[src/rtl/wb_stage.sv]
// Write-back pipeline stage: captures MEM results, drives the register-file write port,
// counts retirements. Define WB_STAGE_FWD_EN to enable the fwd1/fwd2 bypass comparators.
module wb_stage #(
    parameter int N = 64
) (
    input  logic         clk,
    input  logic         reset,
    input  logic         stall,
    input  logic         flush,
    input  logic         in_valid,
    input  logic         in_regwrite,
    input  logic         in_memtoreg,
    input  logic [4:0]   in_wa,
    input  logic [N-1:0] in_aluresult,
    input  logic [N-1:0] in_readdata,
    input  logic [4:0]   ra1,
    input  logic [4:0]   ra2,
    output logic         we3,
    output logic [4:0]   wa3,
    output logic [N-1:0] wd3,
    output logic         out_valid,
    output logic         fwd1,
    output logic         fwd2,
    output logic [31:0]  retired
);

    logic         valid_reg;
    logic         regwrite_reg;
    logic         memtoreg_reg;
    logic [4:0]   wa_reg;
    logic [N-1:0] alu_reg;
    logic [N-1:0] rdata_reg;
    logic [31:0]  retired_reg;

    always_ff @(posedge clk or negedge reset) begin
        if (!reset) begin
            valid_reg    <= 1'b0;
            regwrite_reg <= 1'b0;
            memtoreg_reg <= 1'b0;
            wa_reg       <= '0;
            alu_reg      <= '0;
            rdata_reg    <= '0;
            retired_reg  <= '0;
        end else begin
            // Flush only kills validity; payload fields are don't-care once invalid.
            if (flush) begin
                valid_reg    <= 1'b0;
                regwrite_reg <= 1'b0;
            end else if (!stall) begin
                valid_reg    <= in_valid;
                regwrite_reg <= in_valid & in_regwrite;
                memtoreg_reg <= in_memtoreg;
                wa_reg       <= in_wa;
                alu_reg      <= in_aluresult;
                rdata_reg    <= in_readdata;
            end
            // An instruction retires as it leaves the stage, so it is counted once.
            if (valid_reg && !stall && !flush)
                retired_reg <= retired_reg + 32'd1;
        end
    end

    assign out_valid = valid_reg;
    assign wa3       = wa_reg;
    assign wd3       = memtoreg_reg ? rdata_reg : alu_reg;
    assign we3       = valid_reg & regwrite_reg & (wa_reg != 5'd31);
    assign retired   = retired_reg;

`ifdef WB_STAGE_FWD_EN
    assign fwd1 = we3 & (ra1 == wa_reg) & (ra1 != 5'd31);
    assign fwd2 = we3 & (ra2 == wa_reg) & (ra2 != 5'd31);
`else
    logic unused_ra;
    assign unused_ra = ^{ra1, ra2};
    assign fwd1      = 1'b0;
    assign fwd2      = 1'b0;
`endif

endmodule

[config.mk]
export PLATFORM = sky130hd
export DESIGN_NAME = wb_stage
export DESIGN_NICKNAME = d
export VERILOG_FILES = /design/src/rtl/wb_stage.sv
export SDC_FILE = /design/constraint.sdc
export NUM_CORES = 1
export LEC_CHECK = 0
export CAP_MARGIN = 15
export CELL_PAD_IN_SITES_DETAIL_PLACEMENT = 1
export CELL_PAD_IN_SITES_GLOBAL_PLACEMENT = 1
export CORE_AREA = 2 2 162 164
export DETAILED_ROUTE_END_ITERATION = 10
export DIE_AREA = 0 0 164 166
export PLACE_DENSITY = 0.75
export SLEW_MARGIN = 10
export SYNTH_ARGS = -nofsm -noshare
export SYNTH_HDL_FRONTEND = slang
export SYNTH_SLANG_ARGS = --single-unit
[constraint.sdc]
create_clock -name clk -period 5 [get_ports clk]
set_input_delay 0.5 -clock clk [delete_from_list [all_inputs] [get_ports clk]]
set_output_delay 0.5 -clock clk [all_outputs]
set_load 0.01 [all_outputs]
======== Yosys cells after proc, flatten, opt, wreduce, memory -nomap -nowiden ========
Cells that the tools add are included.
cells by class
  reduce and logical (&&, ||, !) cells .... 5
  bitwise logic cells ..................... 5
  add/subtract/negate cells ............... 1
  eq/ne operators ......................... 2
  $mul .................................... 0
  divide/modulo/power cells ............... 0
  magnitude comparators ................... 0
  shift-type cells ........................ 0
  multiplexer cells ....................... 5
operator list
  operator               count
  $mux 64                1
  $add 32x1->32 const B  1
  $ne 5x5->1 const B     1
  $mux 1                 4
  $and 1x1->1            3
  $logic_and 1x1->1      2
  $logic_not 1->1        2
  $ne 2x1->1 const B     1
  $not 1->1              2
  $reduce_and 2->1       1
storage, ports and cells
  register bits after elaboration ......... 168
  logic and storage cells ................. 25
  input port bits ......................... 150
  latch bits .............................. 0
  memories kept ........................... 0
  output and inout bits ................... 105
  bits in writable memories ............... 0
  ROM bits ................................ 0

======== Longest topological paths before layout ========
Gate-level depths: netlist of the first run.
  word-level depth ........................ 3
  gate-level depth with buffers ........... 6
  mapped depth without buffers ............ 5

======== Worst setup path after synthesis of the first run ========
OpenSTA, ideal clock, no wires.
  kind .................................... flip-flop to output port
  start ................................... register memtoreg_reg
  end ..................................... output wd3[14]
  cell stages (with the launch flop) ...... 4
  path slack .............................. 3.268 ns
  required time ........................... 4.500 ns
  path buffers ............................ 2
  arrival ................................. 1.232 ns
  path through ............................ dfrtp_1 -> clkbuf_1 -> buf_2 -> mux2_2
on the way
  longest elaborated chain between the ends .. 1
ends and longest elaborated chain
  item                    line  source
  from (decl)             29    logic memtoreg_reg;
  from (signal assigned)  52    memtoreg_reg <= in_memtoreg;
  $mux 64                 65    assign wd3 = memtoreg_reg ? rdata_reg : alu_reg;
  to (decl)               20    output logic [N-1:0] wd3,
No other way between the ends.

======== Final worst setup path of the first run ========
  start ................................... register memtoreg_reg
  end ..................................... output wd3[17]
The elaborated chain is that of the path after synthesis.

==> impl_metrics.env, run 1 <==
export IMPL_worst_setup_hold_path_clk_slew_ns=0.07
export IMPL_timing_fmax_ghz=0.304
export IMPL_cts_hold_buf=0
export IMPL_ant_nets=0
export IMPL_io_buffers=242
export IMPL_final_common_cell="clkdlybuf4s50_1"
export IMPL_rsz0062_at_grt="false"
export IMPL_syn_avg_cell_area_sq_um=14.7
export IMPL_crit_path_end_kind="output port"
export IMPL_cts_setup_buffers=0
export IMPL_grt_pass1_wl_um=29700
export IMPL_ys_types=26
export IMPL_vdd_drop_max_v=0.000181
export IMPL_post_dp_hpwl_um=12900
export IMPL_gr_total_overflow=0
export IMPL_fin_crit_sh_pct=65.8
export IMPL_root_buffer="clkbuf_16"
export IMPL_r2r_start="retired[0]$_DFFE_PN0P_"
export IMPL_crit_required_ns=4.50
export IMPL_area_delta_synth_final_pct=46.0
export IMPL_run_status="completed"
export IMPL_arrival_ns=2.79
export IMPL_cts_sinks=168
export IMPL_layout_common_cells="clkdlybuf4s50_1 (241), mux2_2 (199), dfrtp_1 (167), xnor2_1 (18), clkbuf_16 (17)"
export IMPL_via_per_inst=4.50
export IMPL_tritoncts="done"
export IMPL_hold_ws_ns=0.0795
export IMPL_pwr_share_clk_pct=35.2
export IMPL_seq_power_share_pct=42.4
export IMPL_switchingPower_mw=1.01
export IMPL_wirelength_um=18600
export IMPL_p_int_mw=2.87
export IMPL_cpPeakStageDelay_ns=0.73
export IMPL_slowest_stage="dfrtp_2"
export IMPL_numCtsBuffers=17
export IMPL_drive_gt1_share_pct=32.2
export IMPL_final_util_pct=41.7
export IMPL_ctsResizeCount=0
export IMPL_path_max_fanout=43
export IMPL_slew_limit_headroom_pct=50.1
export IMPL_die_h_um=166
export IMPL_post_route_min_period_ns=3.29
export IMPL_htreeDepth=4
export IMPL_gp_congestion=0.699
export IMPL_hold_viol=0
export IMPL_tns_ns=0
export IMPL_powerDensity_nw_per_um2=363
export IMPL_via_count=4884
export IMPL_drt_pass1_iterations=4
export IMPL_antenna_found_initial=1
export IMPL_std_cell_rows=59
export IMPL_clk_latency_ns=0.42
export IMPL_nets=887
export IMPL_synth_area_sq_um=7320
export IMPL_r2r_end="retired[20]$_DFFE_PN0P_"
export IMPL_fillers=2652
export IMPL_rrSetupSlack_ns=3.07
export IMPL_io_pins=255
export IMPL_wire_per_inst_um=17.1
export IMPL_drc=0
export IMPL_first_iter_violations=166
export IMPL_min_delay_path_class="input pin to async pin"
export IMPL_final_max_slew_viol_count=0
export IMPL_p_leak_nw=4.36
export IMPL_path_cells="buf_4 > mux2_2 > clkdlybuf4s50_1"
export IMPL_ys_warn_count=0
export IMPL_crit_type="register to output port"
export IMPL_sw_frac_of_total_pct=26.0
export IMPL_cts_path_max_buffers=2
export IMPL_ys_seq_area_share_pct=57.5
export IMPL_r2r_cells=5
export IMPL_start_kind="register"
export IMPL_core_area_sq_um=25600
export IMPL_cap_viol_max_count=0
export IMPL_comb_power_share_pct=22.4
export IMPL_tightestPinTransition_ns=0.748
export IMPL_dieArea_sq_um=27200
export IMPL_grtUsageTotal_pct=13.9
export IMPL_die_w_um=164
export IMPL_setup_violations=0
export IMPL_grt_pass1_vias=5434
export IMPL_ys_seq_elements=168
export IMPL_skew_ns=0.00891
export IMPL_synth_cells=497
export IMPL_grt_max_degree=104
export IMPL_initial_utilization_pct=28.6
==> worst max-delay path by stage <==
stage	from	endpoint	slack, ns	cells past startpoint
finish	memtoreg_reg$_DFFE_PN0P_	wd3[17]	1.71	3
global route	memtoreg_reg$_DFFE_PN0P_	wd3[43]	1.52	3
floorplan	memtoreg_reg$_DFFE_PN0P_	wd3[14]	3.27	3
CTS	memtoreg_reg$_DFFE_PN0P_	wd3[43]	1.61	3
detailed placement	memtoreg_reg$_DFFE_PN0P_	wd3[0]	2.11	3
global placement	memtoreg_reg$_DFFE_PN0P_	wd3[0]	2.10	3
==> worst max-delay path: cells and delay by family, from the launching register on <==
kind,cells,cell delay (ns)
DFF,1,0.73
buffers and inverters,2,1.17
muxes,1,0.40
==> layer usage <==
layer | track usage (%) | share of wire (%) | vias to the layer above
met4 | 3.28 | 0.94 | 2
li1 | - | - | 2259
met2 | 23.1 | 49 | 150
met1 | 16.5 | 41 | 2460
met3 | 5.92 | 8.8 | 13
met5 | 0 | 0.070 | -
==> Yosys cell counts <==
master    number  share of area (%)
buf_2         15                1.0
xnor2_1       18                2.2
and2_0         1              0.086
nand2_1       12               0.62
nor4_1         5               0.43
a31oi_1        1              0.086
and4_2         1               0.14
xor2_1        13                1.6
and2_1         5               0.43
clkbuf_4       1               0.10
clkbuf_1       3               0.15
dfrtp_1      168                 57
nand3_1        8               0.55
and4_1         3               0.36
a21oi_1        1              0.068
mux2i_1        1               0.14
nor3_1         3               0.21
mux2_2       199                 31
nand4_1       12                1.0
and4bb_2       1               0.17
conb_1         1              0.051
buf_4          8               0.82
nand4_4        2               0.58
nor2_1         6               0.31
ha_1           1               0.17
and3_1         8               0.68
==> kinds of logic after synthesis <==
group,Yosys count,synth area share (%)
buffers and inverters,27,2.10
other,1,0.0513
and+or+nand+nor,67,5.58
adders and majority gates,1,0.171
xor gates and xnor gates,31,3.71
AOI/OAI and AO/OA,2,0.154
muxes,200,30.8
DFF,168,57.5
==> stage by stage <==
| stage | worst slack (ns) | total power, mW | cell area, sq um | std cells |
|---|---|---|---|---|
| 6_report | 1.71 | 3.87 | 10700 | 1085 |
| 3_3_place_gp | 2.10 | 2.53 | 10100 | 1052 |
| 5_1_grt | 1.52 | 4.08 | 10700 | 1084 |
| 2_1_floorplan | 3.27 | 2.06 | 7320 | 498 |
| 4_1_cts | 1.61 | 3.96 | 10700 | 1084 |
| 3_5_place_dp | 2.11 | 2.55 | 10100 | 1052 |
==> power groups by stage <==
stage / registers (mW) / logic, mW / clock network (mW)
floorplan: 1.63 / 0.423 / 0
global placement: 1.66 / 0.868 / 0
detailed placement: 1.67 / 0.879 / 0
CTS: 1.65 / 0.889 / 1.42
global route: 1.67 / 0.936 / 1.48
finish: 1.64 / 0.869 / 1.36
==> final cells by class <==
cell class	count	area [sq um]	share of cell area [%]
multi-input combinational	303	2970	27.8
clock buffer	19	443	4.15
tap	335	419	3.93
clock inverter	13	160	1.50
timing repair buffer	246	2480	23.2
antenna	1	2.50	0.0234
sequential	168	4210	39.4
No activity file was read; power rests on OpenSTA's default activity.
==> inputs of run 2 (changes only) <==
--- a/config.mk
+++ b/config.mk
@@ -11,7 +11,7 @@
 export CORE_AREA = 2 2 162 164
 export DETAILED_ROUTE_END_ITERATION = 10
 export DIE_AREA = 0 0 164 166
-export PLACE_DENSITY = 0.75
+export PLACE_DENSITY = 0.78
 export SLEW_MARGIN = 10
 export SYNTH_ARGS = -nofsm -noshare
 export SYNTH_HDL_FRONTEND = slang
==> constraint.sdc (replaced) <==
create_clock -name clk -period 2.9 [get_ports clk]
set_input_delay 0.29 -clock clk [delete_from_list [all_inputs] [get_ports clk]]
set_output_delay 0.29 -clock clk [all_outputs]
set_load 0.01 [all_outputs]
==> run 2 against run 1 <==
Compared with the run above:
- first-iteration DRC count is 15% higher
- critical path depth did not move
- sequential power grew 73%
- power is 76% higher
- sequential share of layout area down 0.59 points
- clock power rose by 80%
- largest cell class unchanged
- highest routed layer is now met4
==> impl_metrics.env, run 2 (synthesis gave the netlist of run 1 again) <==
export IMPL_final_setup_worst_slack_ns=0.322
export IMPL_cpPeakStageDelay_ns=0.70
export IMPL_htreeDepth=4
export IMPL_place_inst=1059
export IMPL_fin_crit_sh_pct=88.9
export IMPL_worst_path_buf_inv=2
export IMPL_root_buffer="clkbuf_16"
export IMPL_grt_max_degree=73
export IMPL_critPathTopFamily="buffers and inverters"
export IMPL_core_area_sq_um=25600
export IMPL_path_cells="buf_12 > mux2_2 > clkdlybuf4s50_1"
export IMPL_wl_met1_um=7900
export IMPL_powerDensity_nw_per_um2=629
export IMPL_tightestPinTransition_ns=0.738
export IMPL_ant_nets=0
export IMPL_p_total_mw=6.82
export IMPL_grt_pass1_wl_um=30100
export IMPL_vdd_drop_max_v=0.000332
export IMPL_die_h_um=166
export IMPL_cts_sinks=168
export IMPL_top_layer="met4"
export IMPL_wirelength_um=18700
export IMPL_drt_pass1_iterations=4
export IMPL_std_cell_rows=59
export IMPL_nets=895
export IMPL_arrival_ns=2.29
export IMPL_final_max_slew_viol_count=0
export IMPL_final_common_cell="clkdlybuf4s50_1"
export IMPL_slowest_stage="dfrtp_2"
export IMPL_dieArea_sq_um=27200
export IMPL_crit_type="register to output port"
export IMPL_drive_gt1_share_pct=32.8
export IMPL_post_route_min_period_ns=2.58
export IMPL_run_status="completed"
export IMPL_worst_setup_hold_path_clk_slew_ns=0.07
export IMPL_wire_per_inst_um=17.2
export IMPL_crit_required_ns=2.61
export IMPL_post_dp_hpwl_um=13400
export IMPL_area_delta_synth_final_pct=48.2
export IMPL_start_kind="register"
export IMPL_skew_ns=0.0125
export IMPL_numCtsBuffers=17
export IMPL_tns_ns=0
export IMPL_io_pins=255
export IMPL_grt_pass1_vias=5408
export IMPL_crit_path_end_kind="output port"
export IMPL_via_per_inst=4.47
export IMPL_path_max_fanout=28
export IMPL_drc=0
export IMPL_tritoncts="done"
export IMPL_timing_fmax_ghz=0.388
export IMPL_fin_cells=1093
export IMPL_hold_viol=0
export IMPL_die_w_um=164
export IMPL_hold_ws_ns=0.473
export IMPL_first_iter_violations=191
export IMPL_antenna_found_initial=1
export IMPL_gp_congestion=0.728
export IMPL_p_leak_nw=4.43
export IMPL_rsz0062_at_grt="false"
export IMPL_wl_met2_um=8900
export IMPL_slew_limit_headroom_pct=50.8
export IMPL_clk_latency_ns=0.42
export IMPL_gr_total_overflow=0
export IMPL_cts_path_max_buffers=2
export IMPL_layout_common_cells="clkdlybuf4s50_1 (241), mux2_2 (199), dfrtp_1 (167), xnor2_1 (18), clkbuf_16 (17)"
export IMPL_min_delay_path_class="input pin to register"
export IMPL_cap_viol_max_count=0
export IMPL_initial_utilization_pct=28.6
export IMPL_via_count=4890
export IMPL_met3_length_um=1670
export IMPL_io_buffers=242
export IMPL_grtUsageTotal_pct=14.2
export IMPL_dp_slack_ns=0.637
export IMPL_setup_violations=0
[run 2: cell count changes in the layout (fill, tap and decap cells not counted), sizes merged]
| cell | before | now |
|---|---|---|
| bufinv | 2 | 3 |
| buf | 5 | 12 |
| inv | 6 | 5 |
| dlygate4sd3 | 0 | 1 |
[run 2: through the flow]
stage               util, %  area (sq um)
global placement       39.8         10200
global route           42.3         10800
finish                 42.3         10800
CTS                    42.3         10800
detailed placement     39.8         10200
floorplan                 -          7320
[run 2: cell type report]
class	count	area, sq um
timing repair buffer	254	2620
clock inverter	13	184
multi-input combinational	303	2970
antenna	1	2.50
sequential	168	4210
fill	2642	14800
tap	335	419
clock buffer	19	443
[run 2: layer usage]
layer  global-route usage (%)  up-vias
li1                         -     2271
met2                     22.3      150
met3                     5.79       15
met1                     17.5     2454
met4                     5.11        0
met5                        0        -
[run 2: what timing repair did]
action	CTS	global route
setup buffers	0	0
endpoints found under the hold margin	70	0
hold buffers	1	0
gates resized for setup	0	0
endpoints found under the setup margin	0	0
[run 2: final timing paths]
kind,start,end,slack [ns],depth (start not counted)
max in group asynchronous,reset,rdata_reg[4]$_DFFE_PN0P_,1.66,3
hold reg to reg,retired[31]$_DFFE_PN0P_,retired[31]$_DFFE_PN0P_,0.48,1
setup / recovery,memtoreg_reg$_DFFE_PN0P_,wd3[0],0.32,3
hold / removal,in_wa[4],wa3[4]$_DFFE_PN0P_,0.47,2
setup reg to reg,retired[0]$_DFFE_PN0P_,retired[20]$_DFFE_PN0P_,0.98,5
min in group asynchronous,reset,alu_reg[49]$_DFFE_PN0P_,0.48,2
[run 2: power breakdown]
part / total (mW) / switching (mW) / internal (mW)
clock network: 2.45 / 1.05 / 1.41
registers: 2.83 / 0.195 / 2.64
logic: 1.54 / 0.531 / 1.00
total: 6.82 / 1.77 / 5.05
==> inputs of run 3 (changes only) <==
--- a/config.mk
+++ b/config.mk
@@ -12,7 +12,6 @@
 export DETAILED_ROUTE_END_ITERATION = 10
 export DIE_AREA = 0 0 164 166
 export PLACE_DENSITY = 0.78
-export SLEW_MARGIN = 10
 export SYNTH_ARGS = -nofsm -noshare
 export SYNTH_HDL_FRONTEND = slang
 export SYNTH_SLANG_ARGS = --single-unit
==> results of run 3 <==
Final layout, timing and power as in run 2 (identical DEF).
